## src/rtl/dma_channel_arbiter_if.sv

```systemverilog
// dma_channel_arbiter_if: per-channel TileLink-UL ports plus the shared master port
interface dma_channel_arbiter_if #(
  parameter int NoC   = 2,
  parameter int TL_RS = 4
);
  logic [3*NoC-1:0]  ch_a_opcode;
  logic [3*NoC-1:0]  ch_a_param;
  logic [4*NoC-1:0]  ch_a_size;
  logic [32*NoC-1:0] ch_a_address;
  logic [4*NoC-1:0]  ch_a_mask;
  logic [32*NoC-1:0] ch_a_data;
  logic [NoC-1:0]    ch_a_corrupt;
  logic [NoC-1:0]    ch_a_valid;
  logic [NoC-1:0]    ch_a_ready;
  logic [3*NoC-1:0]  ch_d_opcode;
  logic [2*NoC-1:0]  ch_d_param;
  logic [4*NoC-1:0]  ch_d_size;
  logic [NoC-1:0]    ch_d_denied;
  logic [32*NoC-1:0] ch_d_data;
  logic [NoC-1:0]    ch_d_corrupt;
  logic [NoC-1:0]    ch_d_valid;
  logic [NoC-1:0]    ch_d_ready;
  logic [2:0]        m_a_opcode;
  logic [2:0]        m_a_param;
  logic [3:0]        m_a_size;
  logic [TL_RS-1:0]  m_a_source;
  logic [31:0]       m_a_address;
  logic [3:0]        m_a_mask;
  logic [31:0]       m_a_data;
  logic              m_a_corrupt;
  logic              m_a_valid;
  logic              m_a_ready;
  logic [2:0]        m_d_opcode;
  logic [1:0]        m_d_param;
  logic [3:0]        m_d_size;
  logic [TL_RS-1:0]  m_d_source;
  logic              m_d_denied;
  logic [31:0]       m_d_data;
  logic              m_d_corrupt;
  logic              m_d_valid;
  logic              m_d_ready;
  // master: the arbiter, which drives the shared master port
  modport master (
    input  ch_a_opcode, ch_a_param, ch_a_size, ch_a_address, ch_a_mask, ch_a_data,
           ch_a_corrupt, ch_a_valid, ch_d_ready, m_a_ready,
           m_d_opcode, m_d_param, m_d_size, m_d_source, m_d_denied, m_d_data,
           m_d_corrupt, m_d_valid,
    output ch_a_ready, ch_d_opcode, ch_d_param, ch_d_size, ch_d_denied, ch_d_data,
           ch_d_corrupt, ch_d_valid,
           m_a_opcode, m_a_param, m_a_size, m_a_source, m_a_address, m_a_mask,
           m_a_data, m_a_corrupt, m_a_valid, m_d_ready
  );
  // slave: channels plus downstream fabric as seen from outside the arbiter
  modport slave (
    output ch_a_opcode, ch_a_param, ch_a_size, ch_a_address, ch_a_mask, ch_a_data,
           ch_a_corrupt, ch_a_valid, ch_d_ready, m_a_ready,
           m_d_opcode, m_d_param, m_d_size, m_d_source, m_d_denied, m_d_data,
           m_d_corrupt, m_d_valid,
    input  ch_a_ready, ch_d_opcode, ch_d_param, ch_d_size, ch_d_denied, ch_d_data,
           ch_d_corrupt, ch_d_valid,
           m_a_opcode, m_a_param, m_a_size, m_a_source, m_a_address, m_a_mask,
           m_a_data, m_a_corrupt, m_a_valid, m_d_ready
  );
endinterface

```

## src/rtl/dma_channel_arbiter.sv

```systemverilog
// dma_channel_arbiter: round-robin share of one TL-UL master port among DMA channels
module dma_channel_arbiter #(
  parameter int NoC   = 2,
  parameter int TL_RS = 4
) (
  input  logic                   dma_clock_i,
  input  logic                   dma_reset_i,
  dma_channel_arbiter_if.master  bus_io,
  output logic [NoC-1:0]         outstanding_o,
  output logic                   spurious_d_o
);
  localparam int IW = NoC > 1 ? $clog2(NoC) : 1;
  localparam int PW = 1 << IW;
  localparam logic [IW:0] NOC_W = (IW+1)'(NoC);
  logic [NoC-1:0]  outstanding_q, outstanding_d;
  logic [IW-1:0]   rr_q, rr_d;
  logic            a_valid_q;
  logic [2:0]      a_opcode_q;
  logic [2:0]      a_param_q;
  logic [3:0]      a_size_q;
  logic [IW-1:0]   a_source_q;
  logic [31:0]     a_address_q;
  logic [3:0]      a_mask_q;
  logic [31:0]     a_data_q;
  logic            a_corrupt_q;
  logic            spurious_q;
  logic [NoC-1:0]  eligible;
  logic            slot_free;
  logic            any_elig;
  logic            accept;
  logic [IW-1:0]   gnt;
  logic [IW:0]     rot_sum [NoC];
  logic [IW-1:0]   rot_idx [NoC];
  logic [IW-1:0]   d_idx;
  logic [PW-1:0]   out_ext;
  logic [PW-1:0]   rdy_ext;
  logic            up_zero;
  logic            d_hit;
  logic            d_fire;
  // a channel that already has a request in flight may not compete
  assign eligible  = bus_io.ch_a_valid & ~outstanding_q;
  assign slot_free = ~a_valid_q | bus_io.m_a_ready;
  // candidate k of the rotating scan is channel (rr + k) mod NoC
  for (genvar k = 0; k < NoC; k++) begin : g_rot
    assign rot_sum[k] = {1'b0, rr_q} + (IW+1)'(k);
    assign rot_idx[k] = IW'(rot_sum[k] >= NOC_W ? rot_sum[k] - NOC_W : rot_sum[k]);
  end
  // pick the first eligible channel at or after the round-robin pointer
  always_comb begin
    any_elig = 1'b0;
    gnt      = '0;
    for (int j = NoC - 1; j >= 0; j--) begin
      if (eligible[rot_idx[j]]) begin
        any_elig = 1'b1;
        gnt      = rot_idx[j];
      end
    end
  end
  assign accept            = slot_free & any_elig;
  assign bus_io.ch_a_ready = accept ? NoC'(1) << gnt : '0;
  assign rr_d              = accept ? ((IW+1)'(gnt) + 1'b1 == NOC_W ? '0 : gnt + 1'b1) : rr_q;
  // D routing: only the low source bits name a channel; anything else is foreign
  assign d_idx   = bus_io.m_d_source[IW-1:0];
  assign up_zero = (bus_io.m_d_source >> IW) == '0;
  assign out_ext = PW'(outstanding_q);
  assign rdy_ext = PW'(bus_io.ch_d_ready);
  assign d_hit   = up_zero & out_ext[d_idx];
  assign d_fire  = d_hit & bus_io.m_d_valid & rdy_ext[d_idx];
  assign bus_io.m_d_ready    = d_hit ? rdy_ext[d_idx] : 1'b1;
  assign bus_io.ch_d_valid   = (d_hit & bus_io.m_d_valid) ? NoC'(1) << d_idx : '0;
  assign bus_io.ch_d_opcode  = {NoC{bus_io.m_d_opcode}};
  assign bus_io.ch_d_param   = {NoC{bus_io.m_d_param}};
  assign bus_io.ch_d_size    = {NoC{bus_io.m_d_size}};
  assign bus_io.ch_d_denied  = {NoC{bus_io.m_d_denied}};
  assign bus_io.ch_d_data    = {NoC{bus_io.m_d_data}};
  assign bus_io.ch_d_corrupt = {NoC{bus_io.m_d_corrupt}};
  // set on grant, cleared on the D handshake; the two never hit the same channel together
  always_comb begin
    outstanding_d = outstanding_q;
    if (accept) outstanding_d[gnt] = 1'b1;
    if (d_fire) outstanding_d[d_idx] = 1'b0;
  end
  // control state: in-flight flags, round-robin pointer, spurious-beat pulse
  always_ff @(posedge dma_clock_i or posedge dma_reset_i) begin
    if (dma_reset_i) begin
      outstanding_q <= '0;
      rr_q          <= '0;
      spurious_q    <= 1'b0;
    end else begin
      outstanding_q <= outstanding_d;
      rr_q          <= rr_d;
      spurious_q    <= bus_io.m_d_valid & ~d_hit;
    end
  end
  // registered A stage: load the winner, hold while stalled, drain when idle
  always_ff @(posedge dma_clock_i or posedge dma_reset_i) begin
    if (dma_reset_i) begin
      a_valid_q   <= 1'b0;
      a_opcode_q  <= '0;
      a_param_q   <= '0;
      a_size_q    <= '0;
      a_source_q  <= '0;
      a_address_q <= '0;
      a_mask_q    <= '0;
      a_data_q    <= '0;
      a_corrupt_q <= 1'b0;
    end else if (accept) begin
      a_valid_q   <= 1'b1;
      a_opcode_q  <= bus_io.ch_a_opcode[gnt*3 +: 3];
      a_param_q   <= bus_io.ch_a_param[gnt*3 +: 3];
      a_size_q    <= bus_io.ch_a_size[gnt*4 +: 4];
      a_source_q  <= gnt;
      a_address_q <= bus_io.ch_a_address[gnt*32 +: 32];
      a_mask_q    <= bus_io.ch_a_mask[gnt*4 +: 4];
      a_data_q    <= bus_io.ch_a_data[gnt*32 +: 32];
      a_corrupt_q <= bus_io.ch_a_corrupt[gnt];
    end else if (slot_free) begin
      a_valid_q   <= 1'b0;
    end
  end
  assign bus_io.m_a_valid   = a_valid_q;
  assign bus_io.m_a_opcode  = a_opcode_q;
  assign bus_io.m_a_param   = a_param_q;
  assign bus_io.m_a_size    = a_size_q;
  assign bus_io.m_a_source  = TL_RS'(a_source_q);
  assign bus_io.m_a_address = a_address_q;
  assign bus_io.m_a_mask    = a_mask_q;
  assign bus_io.m_a_data    = a_data_q;
  assign bus_io.m_a_corrupt = a_corrupt_q;
  assign outstanding_o      = outstanding_q;
  assign spurious_d_o       = spurious_q;
endmodule

```

## src/flat_wrapper.sv

```systemverilog
// flat-port wrapper written by rule: the top's interface ports become plain ports
module dma_channel_arbiter_flat 
#(
  parameter int NoC   = 2,
  parameter int TL_RS = 4
)
  (dma_clock_i, dma_reset_i, outstanding_o, spurious_d_o, bus_io_ch_a_opcode, bus_io_ch_a_param, bus_io_ch_a_size, bus_io_ch_a_address, bus_io_ch_a_mask, bus_io_ch_a_data, bus_io_ch_a_corrupt, bus_io_ch_a_valid, bus_io_ch_d_ready, bus_io_m_a_ready, bus_io_m_d_opcode, bus_io_m_d_param, bus_io_m_d_size, bus_io_m_d_source, bus_io_m_d_denied, bus_io_m_d_data, bus_io_m_d_corrupt, bus_io_m_d_valid, bus_io_ch_a_ready, bus_io_ch_d_opcode, bus_io_ch_d_param, bus_io_ch_d_size, bus_io_ch_d_denied, bus_io_ch_d_data, bus_io_ch_d_corrupt, bus_io_ch_d_valid, bus_io_m_a_opcode, bus_io_m_a_param, bus_io_m_a_size, bus_io_m_a_source, bus_io_m_a_address, bus_io_m_a_mask, bus_io_m_a_data, bus_io_m_a_corrupt, bus_io_m_a_valid, bus_io_m_d_ready);
  dma_channel_arbiter_if #(.NoC(NoC), .TL_RS(TL_RS)) bus_io_i ();
  input  logic dma_clock_i;
  input  logic dma_reset_i;
  output logic [NoC-1:0] outstanding_o;
  output logic spurious_d_o;
  input wire logic [$bits(bus_io_i.ch_a_opcode)-1:0] bus_io_ch_a_opcode;
  input wire logic [$bits(bus_io_i.ch_a_param)-1:0] bus_io_ch_a_param;
  input wire logic [$bits(bus_io_i.ch_a_size)-1:0] bus_io_ch_a_size;
  input wire logic [$bits(bus_io_i.ch_a_address)-1:0] bus_io_ch_a_address;
  input wire logic [$bits(bus_io_i.ch_a_mask)-1:0] bus_io_ch_a_mask;
  input wire logic [$bits(bus_io_i.ch_a_data)-1:0] bus_io_ch_a_data;
  input wire logic [$bits(bus_io_i.ch_a_corrupt)-1:0] bus_io_ch_a_corrupt;
  input wire logic [$bits(bus_io_i.ch_a_valid)-1:0] bus_io_ch_a_valid;
  input wire logic [$bits(bus_io_i.ch_d_ready)-1:0] bus_io_ch_d_ready;
  input wire logic [$bits(bus_io_i.m_a_ready)-1:0] bus_io_m_a_ready;
  input wire logic [$bits(bus_io_i.m_d_opcode)-1:0] bus_io_m_d_opcode;
  input wire logic [$bits(bus_io_i.m_d_param)-1:0] bus_io_m_d_param;
  input wire logic [$bits(bus_io_i.m_d_size)-1:0] bus_io_m_d_size;
  input wire logic [$bits(bus_io_i.m_d_source)-1:0] bus_io_m_d_source;
  input wire logic [$bits(bus_io_i.m_d_denied)-1:0] bus_io_m_d_denied;
  input wire logic [$bits(bus_io_i.m_d_data)-1:0] bus_io_m_d_data;
  input wire logic [$bits(bus_io_i.m_d_corrupt)-1:0] bus_io_m_d_corrupt;
  input wire logic [$bits(bus_io_i.m_d_valid)-1:0] bus_io_m_d_valid;
  output wire logic [$bits(bus_io_i.ch_a_ready)-1:0] bus_io_ch_a_ready;
  output wire logic [$bits(bus_io_i.ch_d_opcode)-1:0] bus_io_ch_d_opcode;
  output wire logic [$bits(bus_io_i.ch_d_param)-1:0] bus_io_ch_d_param;
  output wire logic [$bits(bus_io_i.ch_d_size)-1:0] bus_io_ch_d_size;
  output wire logic [$bits(bus_io_i.ch_d_denied)-1:0] bus_io_ch_d_denied;
  output wire logic [$bits(bus_io_i.ch_d_data)-1:0] bus_io_ch_d_data;
  output wire logic [$bits(bus_io_i.ch_d_corrupt)-1:0] bus_io_ch_d_corrupt;
  output wire logic [$bits(bus_io_i.ch_d_valid)-1:0] bus_io_ch_d_valid;
  output wire logic [$bits(bus_io_i.m_a_opcode)-1:0] bus_io_m_a_opcode;
  output wire logic [$bits(bus_io_i.m_a_param)-1:0] bus_io_m_a_param;
  output wire logic [$bits(bus_io_i.m_a_size)-1:0] bus_io_m_a_size;
  output wire logic [$bits(bus_io_i.m_a_source)-1:0] bus_io_m_a_source;
  output wire logic [$bits(bus_io_i.m_a_address)-1:0] bus_io_m_a_address;
  output wire logic [$bits(bus_io_i.m_a_mask)-1:0] bus_io_m_a_mask;
  output wire logic [$bits(bus_io_i.m_a_data)-1:0] bus_io_m_a_data;
  output wire logic [$bits(bus_io_i.m_a_corrupt)-1:0] bus_io_m_a_corrupt;
  output wire logic [$bits(bus_io_i.m_a_valid)-1:0] bus_io_m_a_valid;
  output wire logic [$bits(bus_io_i.m_d_ready)-1:0] bus_io_m_d_ready;
  assign bus_io_i.ch_a_opcode = bus_io_ch_a_opcode;
  assign bus_io_i.ch_a_param = bus_io_ch_a_param;
  assign bus_io_i.ch_a_size = bus_io_ch_a_size;
  assign bus_io_i.ch_a_address = bus_io_ch_a_address;
  assign bus_io_i.ch_a_mask = bus_io_ch_a_mask;
  assign bus_io_i.ch_a_data = bus_io_ch_a_data;
  assign bus_io_i.ch_a_corrupt = bus_io_ch_a_corrupt;
  assign bus_io_i.ch_a_valid = bus_io_ch_a_valid;
  assign bus_io_i.ch_d_ready = bus_io_ch_d_ready;
  assign bus_io_i.m_a_ready = bus_io_m_a_ready;
  assign bus_io_i.m_d_opcode = bus_io_m_d_opcode;
  assign bus_io_i.m_d_param = bus_io_m_d_param;
  assign bus_io_i.m_d_size = bus_io_m_d_size;
  assign bus_io_i.m_d_source = bus_io_m_d_source;
  assign bus_io_i.m_d_denied = bus_io_m_d_denied;
  assign bus_io_i.m_d_data = bus_io_m_d_data;
  assign bus_io_i.m_d_corrupt = bus_io_m_d_corrupt;
  assign bus_io_i.m_d_valid = bus_io_m_d_valid;
  assign bus_io_ch_a_ready = bus_io_i.ch_a_ready;
  assign bus_io_ch_d_opcode = bus_io_i.ch_d_opcode;
  assign bus_io_ch_d_param = bus_io_i.ch_d_param;
  assign bus_io_ch_d_size = bus_io_i.ch_d_size;
  assign bus_io_ch_d_denied = bus_io_i.ch_d_denied;
  assign bus_io_ch_d_data = bus_io_i.ch_d_data;
  assign bus_io_ch_d_corrupt = bus_io_i.ch_d_corrupt;
  assign bus_io_ch_d_valid = bus_io_i.ch_d_valid;
  assign bus_io_m_a_opcode = bus_io_i.m_a_opcode;
  assign bus_io_m_a_param = bus_io_i.m_a_param;
  assign bus_io_m_a_size = bus_io_i.m_a_size;
  assign bus_io_m_a_source = bus_io_i.m_a_source;
  assign bus_io_m_a_address = bus_io_i.m_a_address;
  assign bus_io_m_a_mask = bus_io_i.m_a_mask;
  assign bus_io_m_a_data = bus_io_i.m_a_data;
  assign bus_io_m_a_corrupt = bus_io_i.m_a_corrupt;
  assign bus_io_m_a_valid = bus_io_i.m_a_valid;
  assign bus_io_m_d_ready = bus_io_i.m_d_ready;
  dma_channel_arbiter #(.NoC(NoC), .TL_RS(TL_RS)) u_core (.dma_clock_i(dma_clock_i), .dma_reset_i(dma_reset_i), .bus_io(bus_io_i), .outstanding_o(outstanding_o), .spurious_d_o(spurious_d_o));
endmodule
```

## config.mk

```make
export PLATFORM = sky130hd
export DESIGN_NAME = dma_channel_arbiter_flat
export DESIGN_NICKNAME = d
export VERILOG_FILES = /design/src/rtl/dma_channel_arbiter_if.sv /design/src/rtl/dma_channel_arbiter.sv /design/src/flat_wrapper.sv
export SDC_FILE = /design/constraint.sdc
export NUM_CORES = 1
export LEC_CHECK = 0
export CAP_MARGIN = 20
export CORE_AREA = 2 2 152 154
export DETAILED_ROUTE_END_ITERATION = 6
export DIE_AREA = 0 0 154 156
export GPL_ROUTABILITY_DRIVEN = 0
export PLACE_DENSITY = 0.64
export SLEW_MARGIN = 20
export SYNTH_ARGS = -nofsm -noshare
export SYNTH_HDL_FRONTEND = slang
export SYNTH_SLANG_ARGS = --single-unit
export TNS_END_PERCENT = 30
```

## constraint.sdc

```tcl
create_clock -name dma_clock_i -period 2.6 [get_ports dma_clock_i]
set_input_delay 0.52 -clock dma_clock_i [delete_from_list [all_inputs] [get_ports dma_clock_i]]
set_output_delay 0.52 -clock dma_clock_i [all_outputs]
set_load 0.1 [all_outputs]
```

Yosys cells after proc, flatten, opt, wreduce, memory -nomap -nowiden

Index checks and enable logic that the tools add are counted.

Input port bits: 213
Word-level logic and storage cells: 80
Output and inout port bits: 178
Flip-flop bits (word level): 85

Reductions and logical operators: 4
Multipliers: 1
Muxes and demuxes: 28
Equality and inequality tests: 1
Shift operators: 8
Add/sub/neg operators: 5
Magnitude comparators: 8
Bitwise logic cells: 13

Operators with widths:

| cell                                                                         | count |
|---|---|
| 64-bit by 7-bit variable part select with 32-bit output                      | 2 |
| 1-bit two-way mux                                                            | 22 |
| 8-bit by 4-bit variable part select with 4-bit output                        | 2 |
| 6-bit by 4-bit variable part select with 3-bit output                        | 2 |
| 1-bit by 2-bit less-than comparator with 1-bit output, second input constant | 4 |
| 2-bit two-way mux                                                            | 4 |
| 1-bit bitwise AND                                                            | 5 |
| 1-bit by 1-bit adder with 2-bit output, second input constant                | 2 |
| 2-bit bitwise AND                                                            | 2 |
| 4-bit zero test                                                              | 1 |
| 2-bit NOT                                                                    | 2 |
| 1-bit by 1-bit left shift with 2-bit output, first input constant            | 2 |
| 1-bit by 2-bit multiplier with 3-bit output, second input constant           | 1 |
| 1-bit demux with 1-bit select                                                | 2 |
| 2-bit equality test, second input constant                                   | 1 |
| 1-bit >= comparator, second input constant                                   | 2 |
| 1-bit by 2-bit >= comparator with 1-bit output, second input constant        | 1 |
| 2-bit >= comparator, second input constant                                   | 1 |
| 1-bit logical AND                                                            | 2 |
| 1-bit NOT                                                                    | 2 |
| 2-bit OR                                                                     | 1 |
| 2-bit nonzero test                                                           | 1 |
| 1-bit subtractor, second input constant                                      | 2 |
| 1-bit adder, second input constant                                           | 1 |
| 1-bit OR                                                                     | 1 |

Longest topological paths before layout

Word-level depth: 15
Mapped depth: 5

Least setup slack after synthesis

Ideal clock, no wire load.

Kind: flip-flop to output port
Start point: reg u_core.outstanding_q[1], in the netlist u_core.outstanding_o[1]
End point: out bus_io_ch_d_valid[0]
Required time: 2.080 ns
Data arrival time: 2.648 ns
Path slack: -0.568 ns
Buffers on the path: 0
Stages on the path, launching flop included: 4
Path through: dfrtp_1 -> mux2i_1 -> nand3b_1 -> nor2_1

Longest elaborated chain between the ends: 5

Ends and longest elaborated chain:

| item                                                 | line                      | source |
|---|---|---|
| start, declared                                      | dma_channel_arbiter.sv:15 | `logic [NoC-1:0] outstanding_q, outstanding_d;` |
| start signal, assigned                               | dma_channel_arbiter.sv:90 | `outstanding_q <= outstanding_d;` |
| 1-bit two-way mux (implied by the code) (2 in a row) | dma_channel_arbiter.sv:67 | `assign d_hit = up_zero & out_ext[d_idx];` |
| 1-bit bitwise AND                                    | dma_channel_arbiter.sv:67 |  |
| 1-bit bitwise AND                                    | dma_channel_arbiter.sv:70 | `assign bus_io.ch_d_valid = (d_hit & bus_io.m_d_valid) ? NoC'(1) << d_idx : '0;` |
| 2-bit two-way mux                                    | dma_channel_arbiter.sv:70 |  |
| end, declared                                        | flat_wrapper.sv:38        | `output wire logic [$bits(bus_io_i.ch_d_valid)-1:0] bus_io_ch_d_valid;` |

No other way between the ends. The select of a mux whose other input is x is not followed.

Worst setup path after layout

Start point: in bus_io_m_d_source[2]
End point: out bus_io_ch_d_valid[1]

Longest elaborated chain between the ends: 4

Ends and longest elaborated chain:

| item              | line                      | source |
|---|---|---|
| start, declared   | flat_wrapper.sv:26        | `input wire logic [$bits(bus_io_i.m_d_source)-1:0] bus_io_m_d_source;` |
| 4-bit zero test   | dma_channel_arbiter.sv:64 | `assign up_zero = (bus_io.m_d_source >> IW) == '0;` |
| 1-bit bitwise AND | dma_channel_arbiter.sv:67 |  |
| 1-bit bitwise AND | dma_channel_arbiter.sv:70 |  |
| 2-bit two-way mux | dma_channel_arbiter.sv:70 |  |

No other way between the ends.

==> out/metrics.cfg <==
[setup_path]
cp-start-kind=input pin
critPathCaptureType=output port
timing.critical_path.from=bus_io_m_d_source[2]
cp_data_required_time_ns=2.08
timing.setup.critical_path_class=input pin to output port
worst-path-max-fanout=3
r2r-start=u_core.outstanding_o[0]
logic_depth_of_the_worst_register_to_register_path=4
worst-endpoint-arrival_ns=1.91

[timing]
slew_headroom_pct=60.3
final_period_utilization_pct=93.3
fmax_mhz=412
finalWorstSetupSlack_ns=0.174
slew_violations=0
worstMarginPinSlew_ns=0.596
final_hold_violation_count=0
rsz0062_at_grt=false
timing.final.setup_violations=0
clock_skew_ns=0.00829
final_period_minus_worst_setup_slack_ns=2.43

[cts]
numCtsBuffers=9
max_root_sink_buffers=2
clkSinkCount=85
htree_levels=3
tritoncts=done
worst_setup_hold_path_clk_slew_ns=0.07
clock_insertion_delay_worst_skew_ns=0.35
hold_bufs_inserted_after_cts=0
clk_root_buffer_cell=sky130_fd_sc_hd__clkbuf_16

[final_layout]
post-route-util_pct=33.3
most-common-layout-cells=sky130_fd_sc_hd__clkdlybuf4s50_1 (169), sky130_fd_sc_hd__inv_1 (159), sky130_fd_sc_hd__buf_4 (91)
post_layout_nonfiller_instances=1005
area_growth_pct=46.6
layout_commonest_cell=sky130_fd_sc_hd__clkdlybuf4s50_1
filler_cell_count=2311
fin_nets=927
post_route_cells_drive_above_1_share_pct=19.2

[power]
max-vdd-ir-drop_uv=670
power.density_mw_per_mm2=1530
post-layout-total-power_mw=11.4
static-leakage-power_nw=3.44

[grt]
grt_pass1_vias=4704
first_pass_grt_wire_length_um=26400
congestion_overflow_gr=0
grt_antenna_before_repair=1
grt_max_degree=86
gr-usage-all-layers_pct=14.2

[yosys]
synth.avg_cell_area_sq_um=9.01
syn_inst=564
yosysWarnings=0
synth.cell_area_sq_mm=0.00508
ys_seq_area_share_pct=41.9
synth.lib_cells_used.distinct=28
yosys_register_bits=85

[die]
initial_utilization_pct=22.7
pin_count=391
design.die.area_sq_mm=0.0240
die_x_um=154
core_footprint_sq_mm=0.0224
die_height_um=156
num_rows=55

[detailed_routing]
avgRoutedWirePerCell_um=17.3
drc=0
detail_route.vias_per_cell=4.56
dr.pass1.iters=4
drt.antenna.violating_nets=0
final_wirelength_um=17300
vias=4582
detailedRoute.firstIterationViolations=250

[run]
drv_cap=0

[hold_path]
worst_min_delay_path_category=register to register
holdCritStartpoint=u_core.rr_q
min_delay_path_depth=1

[placed_design]
place_ws_ns=0.0583
detailedPlacementHpwl_um=11600
placed_cells=988
port-buffer-count=258

[status]
outcome=completed

==> through the flow <==
stage / hold WS [ns] / TNS [ns] / instance area (sq um)
after CTS: 0.505 / 0 / 7440
after global placement: 0.485 / 0 / 7150
after global routing: 0.523 / 0 / 7450
final: 0.506 / 0 / 7450
after floorplan: 0.458 / -0.0869 / 5100
after detailed placement: 0.496 / 0 / 7150
==> cell type report <==
type | count | area, sq um | share of cell area (%)
Timing Repair Buffer | 270 | 2570 | 34.6
Antenna cell | 1 | 2.50 | 0.0336
Multi-Input combinational cell | 187 | 1490 | 19.9
Sequential cell | 85 | 2130 | 28.5
Clock buffer | 9 | 225 | 3.02
Clock inverter | 7 | 72.6 | 0.974
Inverter | 161 | 608 | 8.16
Tap cell | 285 | 357 | 4.79
==> worst max-delay path: stages <==
cell and delay [ns]:
sky130_fd_sc_hd__clkdlybuf4s50_1 0.43, sky130_fd_sc_hd__nor3_2 0.21, sky130_fd_sc_hd__buf_4 0.14, sky130_fd_sc_hd__nor2b_1 0.19
sky130_fd_sc_hd__and3_1 0.23, sky130_fd_sc_hd__buf_12 0.18
==> state kept, by name, indices dropped and copies added (netlist names) <==
signal and count:
u_core.a_source_q 1, u_core.bus_io.m_a_address 32, u_core.bus_io.m_a_corrupt 1, u_core.bus_io.m_a_data 32, u_core.bus_io.m_a_mask 4, u_core.bus_io.m_a_opcode 3
u_core.bus_io.m_a_param 3, u_core.bus_io.m_a_size 4, u_core.bus_io.m_a_valid 1, u_core.outstanding_o 2, u_core.rr_q 1, u_core.spurious_d_o 1
==> report_power, final <==
| group | total, mW | internal [mW] | switching (mW) |
|---|---|---|---|
| sequential | 2.34 | 1.96 | 0.382 |
| clock | 1.35 | 0.750 | 0.600 |
| combinational | 7.70 | 1.71 | 5.99 |
| total | 11.4 | 4.42 | 6.97 |
==> final timing paths <==
path / to / slack [ns]
worst min register to register: u_core.rr_q / 0.51
worst min-delay path: u_core.rr_q / 0.51
min in group asynchronous: u_core.bus_io.m_a_address[22] / 0.67
worst max register to register: u_core.bus_io.m_a_address[1] / 0.79
worst max-delay path: bus_io_ch_d_valid[1] / 0.17
max in group asynchronous: u_core.bus_io.m_a_data[15] / 1.52
==> layer usage <==
| metal | routed length [um] | share of wire (%) | up-vias | GRT usage [%] |
|---|---|---|---|---|
| li1 | - | - | 2128 | - |
| met1 | 7190 | 41 | 2230 | 17.2 |
| met2 | 8600 | 50 | 184 | 24.3 |
| met3 | 1130 | 6.5 | 40 | 2.78 |
| met4 | 432 | 2.5 | 0 | 6.32 |
| met5 | 0 | 0 | - | 0 |
==> synth_stat cells (all sizes together) <==
cell type,instances,area [sq um]
nand3,2,15.0
nand4,79,494
o21bai,1,7.51
nor2b,4,27.5
or3b,1,8.76
nor2,2,7.51
mux2i,1,10.0
nand3b,2,15.0
dfrtp,85,2130
inv,161,604
and3,2,12.5
a21boi,1,7.51
nor3,1,5.00
o221ai,79,767
nand2,3,11.3
o21a,1,7.51
nand2b,2,12.5
buf,113,841
o21ai,1,5.00
clkbuf,20,75.1
o22a,2,17.5
conb,1,3.75
==> kinds of logic (layout without fill, tap and decap cells) <==
group,Yosys count,after routing,share of synthesized area (%)
compound gates,85,85,16.0
buf+inv,294,447,29.9
flops,85,85,41.9
mux,1,1,0.197
other cells,1,4,0.0738
simple gates,98,98,12.0
==> what timing repair did <==
action / CTS / global route
buffers inserted: 0 / 0
resized for setup: 0 / 1
setup endpoints to repair: 0 / 1
Note: power is estimated with default switching activity, not from simulation.
